<file path="src/rtl/imem_pkg.sv">
// imem_pkg: shared widths and the owner encoding used by the instruction-memory
// arbiter and its round-robin grant generator.
package imem_pkg;

    localparam int IMEM_ADDR_W = 10;
    localparam int IMEM_DATA_W = 32;

    // Which port owned the most recent granted access.
    typedef enum logic {
        OWN_FETCH  = 1'b0,
        OWN_LOADER = 1'b1
    } imem_owner_e;

endpackage : imem_pkg

</file>
<file path="src/rtl/imem_arbiter_rr_arb2.sv">
// rr_arb2: two-requester round-robin grant generator. Grants are combinational
// from the requests and the registered last owner. On a conflict the port that
// did not win last time is granted.
module rr_arb2
    import imem_pkg::*;
(
    input  logic clk,
    input  logic reset_n,
    input  logic f_req,
    input  logic l_req,
    output logic f_gnt,
    output logic l_gnt
);

    imem_owner_e last_owner;

    // Grant selection; both grants are held low while in reset.
    always_comb begin
        // NOTE: every output gets a default first so no path leaves it unassigned (no latch).
        f_gnt = 1'b0;
        l_gnt = 1'b0;
        if (reset_n) begin
            if (f_req && l_req) begin
                f_gnt = (last_owner == OWN_LOADER);
                l_gnt = (last_owner == OWN_FETCH);
            end else begin
                f_gnt = f_req;
                l_gnt = l_req;
            end
        end
    end

    // Remember the winner of each granted cycle; reset favours fetch on the first conflict.
    always_ff @(posedge clk) begin
        // NOTE: state uses non-blocking assignment so all flops update together at the edge.
        if (!reset_n) begin
            last_owner <= OWN_LOADER;
        end else if (f_gnt) begin
            last_owner <= OWN_FETCH;
        end else if (l_gnt) begin
            last_owner <= OWN_LOADER;
        end
    end

endmodule : rr_arb2

</file>
<file path="src/rtl/imem_arbiter.sv">
// imem_arbiter: shares one single-port instruction blockram between the fetch
// port (read only) and the debug loader port (read/write). One access per cycle,
// round-robin on conflict, read data returned one cycle after the grant.
// Optional build macro: IMEM_ARB_STALL_CNT_EN adds the saturating f_stall_cnt output.
module imem_arbiter
    import imem_pkg::*;
#(
    parameter int ADDR_W = IMEM_ADDR_W,
    parameter int DATA_W = IMEM_DATA_W
) (
    input  logic                  clk,
    input  logic                  reset_n,
    input  logic                  f_req,
    input  logic [ADDR_W-1:0]     f_addr,
    output logic                  f_gnt,
    output logic                  f_rvalid,
    output logic [DATA_W-1:0]     f_rdata,
    input  logic                  l_req,
    input  logic                  l_we,
    input  logic [ADDR_W-1:0]     l_addr,
    input  logic [DATA_W/8-1:0]   l_be,
    input  logic [DATA_W-1:0]     l_wdata,
    output logic                  l_gnt,
    output logic                  l_rvalid,
    output logic [DATA_W-1:0]     l_rdata,
    output logic [ADDR_W-1:0]     m_address,
    output logic [DATA_W/8-1:0]   m_byteenable,
    output logic                  m_chipselect,
    output logic                  m_write,
    output logic                  m_debugaccess,
    output logic [DATA_W-1:0]     m_writedata,
    output logic                  m_clken,
    output logic                  m_reset_req,
    input  logic [DATA_W-1:0]     m_readdata
`ifdef IMEM_ARB_STALL_CNT_EN
    ,
    output logic [31:0]           f_stall_cnt
`endif
);

    // Bit 0: fetch read issued last cycle; bit 1: loader read issued last cycle.
    logic [1:0] rd_owner;
    logic       l_wr_gnt;

    rr_arb2 u_arb (
        .clk     (clk),
        .reset_n (reset_n),
        .f_req   (f_req),
        .l_req   (l_req),
        .f_gnt   (f_gnt),
        .l_gnt   (l_gnt)
    );

    assign l_wr_gnt = l_gnt & l_we;

    // Memory side follows the granted port in the same cycle.
    always_comb begin
        m_chipselect  = f_gnt | l_gnt;
        m_address     = l_gnt ? l_addr : f_addr;
        m_byteenable  = l_wr_gnt ? l_be : '1;
        m_write       = l_wr_gnt;
        m_debugaccess = l_wr_gnt;
        m_writedata   = l_wdata;
        m_clken       = 1'b1;
        m_reset_req   = ~reset_n;
    end

    // Track which port owns the read data returning next cycle; writes return nothing.
    always_ff @(posedge clk) begin
        if (!reset_n) begin
            rd_owner <= 2'b00;
        end else begin
            rd_owner <= {l_gnt & ~l_we, f_gnt};
        end
    end

    // Valids are masked by reset so an in-flight read is dropped as soon as reset asserts.
    assign f_rvalid = rd_owner[0] & reset_n;
    assign l_rvalid = rd_owner[1] & reset_n;
    assign f_rdata  = m_readdata;
    assign l_rdata  = m_readdata;

`ifdef IMEM_ARB_STALL_CNT_EN
    // Count cycles where fetch waits for the RAM, saturating at all ones.
    always_ff @(posedge clk) begin
        if (!reset_n) begin
            f_stall_cnt <= 32'd0;
        end else if (f_req && !f_gnt && (f_stall_cnt != 32'hFFFF_FFFF)) begin
            f_stall_cnt <= f_stall_cnt + 32'd1;
        end
    end
`endif

endmodule : imem_arbiter

</file>
<file path="config.mk">
export PLATFORM = sky130hd
export DESIGN_NAME = imem_arbiter
export DESIGN_NICKNAME = d
export VERILOG_FILES = /design/src/rtl/imem_pkg.sv /design/src/rtl/imem_arbiter_rr_arb2.sv /design/src/rtl/imem_arbiter.sv
export SDC_FILE = /design/constraint.sdc
export NUM_CORES = 1
export LEC_CHECK = 0
export BUFFER_PORTS_ARGS = -buffer_cell sky130_fd_sc_hd__clkbuf_2
export CAP_MARGIN = 20
export CORE_AREA = 2 2 83 85
export DETAILED_ROUTE_END_ITERATION = 7
export DIE_AREA = 0 0 85 87
export PLACE_DENSITY_LB_ADDON = 0.2
export SYNTH_ARGS = -nofsm -noshare
export SYNTH_HDL_FRONTEND = slang
export SYNTH_SLANG_ARGS = --single-unit
</file>
<file path="constraint.sdc">
create_clock -name clk -period 1.25 [get_ports clk]
set_input_delay 0.125 -clock clk [delete_from_list [all_inputs] [get_ports clk]]
set_output_delay 0.125 -clock clk [all_outputs]
set_load 0.01 [all_outputs]
</file>
==> reports/metrics.csv, run 1 <==
stage;metric;value;unit
synthesis;Synth cell types;16;
worst_setup_path;Worst setup SP type;flop;
worst_setup_path;R2R Path Start;u_arb.last_owner;
drt;WL/cell;11.0;µm
synthesis;Mapped Cells;133;
clocking;clock slew at reported path FFs;0.03;ns
drt;drt drc;0;
floorplan;Core Region;0.00657;mm²
floorplan;Rows;30;
clocking;Skew-Pair Late Insertion Delay;0.22;ns
cells_and_area;layout cells sized above 1;0.806;
global_route;vias in the first global route;476;
pwr;peak supply drop;0.388;mV
sta;Pins Over Slew Limit;0;
global_route;largest net degree at the start of global routing;8;
cells_and_area;post-route cell area;850;µm²
floorplan;Die Outline Area;0.00740;mm²
worst_setup_path;crit path DAT;1.30;ns
cells_and_area;commonest non-fill, non-tap cell in the layout;clkbuf_2;
worst_setup_path;worst-path fanout max;6;
global_route;GR Overflow Total;0;
drt;DR vias/cell;3.22;
sta;RSZ-0062 raised after global routing;yes;
outcome;status;complete, but fails checks;
worst_setup_path;CP Class;reg2out;
pwr;Seq pwr share;0.169;
clocking;# hold bufs at CTS;0;
floorplan;Horiz. Die Dim;85;µm
clocking;CTS max path bufs;2;
drt;First-pass DRT Iterations;2;
cells_and_area;NumNets Final;187;
synthesis;Seq/Total Area, Yosys;0.0559;
synthesis;synth warn;0;
placed_design;gpl congestion;0.574;
synthesis;synthesized flop and latch total;3;
floorplan;I/O pins;212;
worst_hold_path;HP Class;in2reg;
sta;WHS;0.209;ns
sta;min cycle time layout;1.43;ns
global_route;Total GRT Usage;0.0428;
pwr;Leakage;0.465;nW
cells_and_area;fill count;756;
global_route;antenna violations before repair;0;
clocking;Clock Sinks;3;
synthesis;post-synth net total;226;
clocking;CTS tree;yes;
pwr;Power Internal;0.000464;W
global_route;first-pass GRT wire length;2.47;mm
floorplan;Starting Density;0.163;
job;max-cap viol count;0;
cells_and_area;Diodes inserted;0;
floorplan;die height;87;µm
clocking;number of H-tree levels;1;
clocking;Setup Fix Bufs, Post-CTS;0;
drt;initial DRC count;4;
sta;final hold vios;0;
synthesis;mean post-synth cell area;8.07;µm²
drt;drt total wl;1.90;mm
clocking;CTS Buf Count;3;
placed_design;IO Port Bufs;50;
pwr;switching pwr;0.000158;W
outcome;failing checks;setup timing;
pwr;Comb power frac;0.377;
sta;Fin Clk Skew;0.00143;ns
pwr;switching share of total power;0.254;
drt;vias post-DR;557;
sta;fin crit share;1.14;
pwr;Clock power frac;0.454;
worst_setup_path;CP startpoint;u_arb.last_owner;
clocking;Clock Tree Root;clkbuf_8;
pwr;Pwr Density;732;mW/mm²
placed_design;DP Area;719;µm²
sta;post-route setup slack;-0.177;ns
worst_setup_path;WP data required;1.12;ns
cells_and_area;most frequent cells in the layout;clkbuf_2 (44), mux2_4 (10), buf_6 (6), nand2b_1 (4);
placed_design;DP HPWL;1.50;mm
sta;Fmax;701;MHz
sta;# setup viols final;13;
worst_hold_path;Hold Crit Start;f_req;
drt;Routed Antenna Nets;0;
worst_setup_path;Worst setup EP type;output pin;
cells_and_area;Area Overhead vs Synth;-20.9;%
synthesis;cell area after synthesis;0.00107;mm²
pwr;PnR Total Power;0.000622;W
[final cells by class]
| class | count | area (µm²) | share of cell area |
|---|---|---|---|
| clock buffer | 4 | 45.0 | 0.0530 |
| inverter | 3 | 11.3 | 0.0133 |
| multi-input combinational | 28 | 274 | 0.323 |
| sequential | 3 | 61.3 | 0.0722 |
| tap | 80 | 100 | 0.118 |
| timing repair buffer | 55 | 358 | 0.421 |
[Yosys cell counts]
library cell / n / area [µm²]
mux2_2: 1 / 11.3
buf_4: 98 / 736
a21oi_1: 2 / 10.0
conb_1: 1 / 3.75
nor2_1: 2 / 7.51
and2_2: 2 / 15.0
o21ai_0: 1 / 5.00
and4b_2: 1 / 11.3
nand3_2: 1 / 10.0
nand2b_1: 4 / 25.0
nand2_1: 3 / 11.3
buf_6: 1 / 11.3
mux2_4: 9 / 135
and4_2: 1 / 10.0
inv_1: 3 / 11.3
dfxtp_1: 3 / 60.1
[per-layer routing]
layer / GRT usage / routed length (µm) / share of wire
met5: 0 / 0 / 0
met4: 0.0462 / 192 / 0.10
met3: 0.0427 / 423 / 0.22
met2: 0.0533 / 765 / 0.40
met1: 0.0368 / 518 / 0.27
[through the flow]
step,setup TNS (ns),cells,util,setup slack (ns)
finish,-1.74,173,0.129,-0.177
floorplan,0,133,-,0.155
detailed placement,0,168,0.110,0.00273
global placement,0,168,0.110,0.00654
global route,-2.45,173,0.129,-0.230
CTS,-2.17,173,0.122,-0.211
[cells by family after synthesis]
| logic type | share of synthesized area |
|---|---|
| muxes | 0.136 |
| and+or+nand+nor | 0.0839 |
| AOI/OAI and AO/OA | 0.0140 |
| buffers and inverters | 0.706 |
| other | 0.00349 |
| DFF | 0.0559 |
[sequential cells by signal (all words and copies together) (netlist names)]
| signal | cells |
|---|---|
| rd_owner | 2 |
| u_arb.last_owner | 1 |
[critical path: stages, from the launching register on]
cell and delay (ns):
dfxtp_2 0.32, nand2_4 0.07, nand3_4 0.11, buf_12 0.16
mux2_4 0.29, buf_6 0.12
[power by group through the flow]
stage	clock network [W]	registers (W)	logic, W
after CTS	0.000290	0.000104	0.000215
after global routing	0.000303	0.000105	0.000255
after detailed placement	0	0.000105	0.000199
after global placement	0	0.000104	0.000201
final	0.000282	0.000105	0.000234
after floorplan	0	0.000105	0.000417
[what timing repair did]
action / 4_1_cts / 5_1_grt
endpoints found under the hold margin: 0 / 0
cloned: 1 / 0
pin swaps: 2 / 2
resized for setup: 4 / 14
endpoints found under the setup margin: 15 / 16
[path summary, 6_finish.rpt]
| kind | cells after the start | slack, ns | to |
|---|---|---|---|
| worst min-delay path | 3 | 0.21 | rd_owner[0] |
| worst min register to register | 3 | 0.58 | u_arb.last_owner |
| worst max register to register | 3 | 0.44 | u_arb.last_owner |
| worst max-delay path | 5 | -0.18 | m_address[4] |
(Power assumes the default switching activity.)
==> inputs of run 2 (changes only) <==
Settings changed: CORE_AREA 2 2 83 85 to 2 2 81 83, DIE_AREA 0 0 85 87 to 0 0 83 85, SYNTH_HIERARCHICAL from default to 1.
==> reports/metrics.csv, run 2 <==
stage;metric;value;unit;change
outcome;status;complete, but fails checks;;
outcome;failing checks;setup timing;;
sta;final hold vios;0;;unchanged
clocking;CTS tree;yes;;
worst_setup_path;WP data required;1.12;ns;about the same
drt;initial DRC count;9;;+5
synthesis;Mapped Cells;133;;unchanged
placed_design;Post-Place Cells;166;;-1.2%
pwr;peak supply drop;0.265;mV;-32%
worst_setup_path;Worst setup SP type;flop;;
clocking;Skew-Pair Late Insertion Delay;0.22;ns;about the same
sta;# setup viols final;17;;+4
pwr;Leakage;0.410;nW;-12%
synthesis;most instantiated cells after synthesis;buf_4 (98), mux2_2 (7), and2_1 (4), nand3b_1 (4);;
cells_and_area;most frequent cells in the layout;clkbuf_2 (48), mux2_2 (7), buf_4 (7), nand3b_1 (4);;
global_route;first-pass GRT wire length;2.70;mm;+9.5%
pwr;PnR Total Power;0.000599;W;-3.7%
pwr;Comb power frac;0.345;;-0.032
synthesis;cell area after synthesis;0.00106;mm²;-0.82%
cells_and_area;fill count;717;;-5.2%
cells_and_area;layout cells sized above 1;0.800;;-0.00645
drt;DR vias/cell;2.99;;-7.2%
synthesis;ys async rst share;0;;unchanged
worst_setup_path;CP max stage cell;mux2_2;;
worst_setup_path;crit path DAT;1.38;ns;+0.08 ns
synthesis;top post-synthesis cells by area;buf_4 (69%), mux2_2 (7.4%), dfxtp_1 (5.6%);;
sta;RSZ-0062 raised after global routing;yes;;
drt;WL/cell;10.8;µm;-1.3%
pwr;Power Internal;0.000440;W;-5.0%
synthesis;Seq/Total Area, Yosys;0.0564;;+0.000460
cells_and_area;NumNets Final;189;;+1.1%
global_route;Total GRT Usage;0.0486;;+0.00577
worst_hold_path;worst hold path depth;3;;unchanged
floorplan;Die Outline Area;0.00706;mm²;-4.6%
placed_design;IO Port Bufs;50;;unchanged
synthesis;post-synth net total;226;;unchanged
drt;drt total wl;1.86;mm;-1.9%
synthesis;ys flop type;dfxtp_1;;
clocking;Clock Tree Root;clkbuf_8;;
global_route;largest net degree at the start of global routing;13;;+5
worst_setup_path;number of cells on the worst reg-to-reg path;4;;+1
cells_and_area;Top reg by flops;rd_owner;;
cells_and_area;Diodes inserted;0;;unchanged
synthesis;Synth cell types;17;;+1
synthesis;synthesized flop and latch total;3;;unchanged
worst_setup_path;worst-path fanout max;4;;-2
synthesis;most numerous cell in the Yosys netlist;buf_4;;
cells_and_area;Non-Filler Instances;172;;-0.58%
clocking;CTS max path bufs;2;;unchanged
pwr;Seq pwr share;0.171;;+0.002
worst_setup_path;FF-to-FF setup slack;0.34;ns;-0.10 ns
floorplan;die height;85;µm;-2.3%
cells_and_area;Area Overhead vs Synth;-25.7;%;
synthesis;mean post-synth cell area;8.01;µm²;-0.82%
clocking;CTS Buf Count;3;;unchanged
worst_hold_path;HP Class;in2reg;;
worst_setup_path;Worst setup EP type;output pin;;
job;max-cap viol count;0;;unchanged
drt;First-pass DRT Iterations;2;;unchanged
pwr;switching share of total power;0.265;;+0.0104
sta;post-route setup slack;-0.256;ns;-0.0783 ns
worst_setup_path;crit path cell chain;and2_4 -> nor2_4 -> buf_4 -> mux2_2 -> clkbuf_2;;
sta;Fmax;664;MHz;-5.2%
cells_and_area;max FFs per register;2;;unchanged
synthesis;synth warn;6;;+6
floorplan;Starting Density;0.172;;+0.00818
global_route;GR Overflow Total;0;;unchanged
worst_setup_path;R2R Path Start;u_arb/last_owner;;
drt;Routed Antenna Nets;0;;unchanged
sta;Pins Over Slew Limit;0;;unchanged
placed_design;gpl congestion;0.597;;+4.0%
pwr;Pwr Density;757;mW/mm²;+3.5%
clocking;number of H-tree levels;1;;unchanged
placed_design;DP HPWL;1.54;mm;+2.4%
worst_setup_path;biggest cell delay along the critical path;0.32;ns;about the same
worst_setup_path;CP Class;reg2out;;
sta;min cycle time layout;1.51;ns;+0.0783 ns
synthesis;top cell type's share of synthesized area;0.691;;+0.00564
drt;vias post-DR;514;;-7.7%
sta;fin crit share;1.20;;+0.0626
worst_hold_path;Hold EP;u_arb/last_owner;;
pwr;Clock power frac;0.484;;+0.030
global_route;antenna violations before repair;0;;unchanged
cells_and_area;commonest non-fill, non-tap cell in the layout;clkbuf_2;;
pwr;switching pwr;0.000158;W;+0.27%
sta;Fin Clk Skew;0.00525;ns;+0.00383 ns
clocking;Clock Sinks;3;;unchanged
cells_and_area;biggest regs;rd_owner x2, u_arb/last_owner x1;;
global_route;vias in the first global route;515;;+8.2%
worst_hold_path;Hold Crit Start;reset_n;;
clocking;clock slew at reported path FFs;0.03;ns;about the same
floorplan;Horiz. Die Dim;83;µm;-2.4%
floorplan;Rows;29;;-3.3%
synthesis;Post-synth EDFFs;0;;unchanged
worst_setup_path;Reg-to-Reg End;rd_owner[1];;
floorplan;Core Region;0.00620;mm²;-5.5%
drt;drt drc;0;;unchanged
synthesis;leading area contributor after synthesis;buf_4;;
floorplan;I/O pins;212;;unchanged
run 2: cell count changes in the layout (fill, tap and decap cells not counted), sizes merged:
cell / change
a21oi: -1
and2: +3
and3b: +1
and4: -1
and4b: -1
buf: -1
clkbuf: +4
inv: -1
nand2: -1
nand2b: -4
nand3: -1
nand3b: +4
or2: +1
run 2: worst max-delay path, delay by kind of cell (launching register included):
kind                   cells  cell delay (ns)
buffers and inverters      2             0.28
multiplexers               1             0.32
flip-flops                 1             0.31
AND/OR/NAND/NOR            2             0.25
run 2: logic make-up (layout without fill, tap and decap cells):
| group | after synthesis | count (layout) | synth area share |
|---|---|---|---|
| flops | 3 | 3 | 0.0564 |
| simple gates | 15 | 15 | 0.0881 |
| other cells | 1 | 1 | 0.00352 |
| buf+inv | 102 | 64 | 0.723 |
| mux | 10 | 10 | 0.116 |
| compound gates | 2 | 2 | 0.0129 |
run 2: how the worst max path moves through the flow:
stage                         endpoint  depth (start not counted)             start  slack [ns]
after floorplan           m_address[6]                          5  u_arb/last_owner      -0.009
after global placement    m_address[3]                          5  u_arb/last_owner       -0.03
after detailed placement  m_address[2]                          5  u_arb/last_owner       -0.04
after CTS                 m_address[1]                          5  u_arb/last_owner       -0.27
after global routing      m_address[1]                          5  u_arb/last_owner       -0.32
final                     m_address[1]                          5  u_arb/last_owner       -0.26
run 2: area by class of cell:
type | instances | area (µm²) | share of cell area
well taps | 77 | 96.3 | 0.122
inverters | 2 | 7.51 | 0.00949
repair buffers | 58 | 335 | 0.424
multi-input cells | 28 | 245 | 0.310
flip-flops and latches | 3 | 61.3 | 0.0775
clock buffers | 4 | 45.0 | 0.0570
run 2: metrics by stage:
| step | area (µm²) | util | setup WS [ns] | TNS [ns] | hold WS [ns] |
|---|---|---|---|---|---|
| global placement | 717 | 0.116 | -0.0329 | -0.185 | 0.250 |
| global route | 791 | 0.127 | -0.321 | -4.04 | 0.249 |
| detailed placement | 717 | 0.116 | -0.0402 | -0.254 | 0.250 |
| finish | 791 | 0.127 | -0.256 | -2.99 | 0.230 |
| floorplan | 1070 | - | -0.00874 | -0.0262 | 0.184 |
| CTS | 777 | 0.125 | -0.271 | -3.31 | 0.227 |
run 2: repair_timing:
item / CTS / global route
resized for setup: 0 / 5
gates cloned: 0 / 0
hold buffers: 0 / 0
setup buffers: 2 / 0
hold endpoints to repair: 0 / 0
setup endpoints to repair: 17 / 17
run 2: routing by layer:
| layer | vias to the layer above | share of wire | track usage | routed length [µm] |
|---|---|---|---|---|
| met4 | 0 | 0.10 | 0.0715 | 187 |
| met2 | 37 | 0.44 | 0.0638 | 817 |
| li1 | 236 | - | - | - |
| met1 | 214 | 0.32 | 0.0438 | 598 |
| met5 | - | 0 | 0 | 0 |
| met3 | 27 | 0.14 | 0.0282 | 260 |
run 2: power by group through the flow:
stage          logic (W)  clock network [W]  registers, W
6_report        0.000206           0.000290      0.000103
5_1_grt         0.000224           0.000309      0.000103
4_1_cts         0.000208           0.000302      0.000102
3_5_place_dp    0.000202                  0      0.000104
3_3_place_gp    0.000204                  0      0.000103
2_1_floorplan   0.000417                  0      0.000104
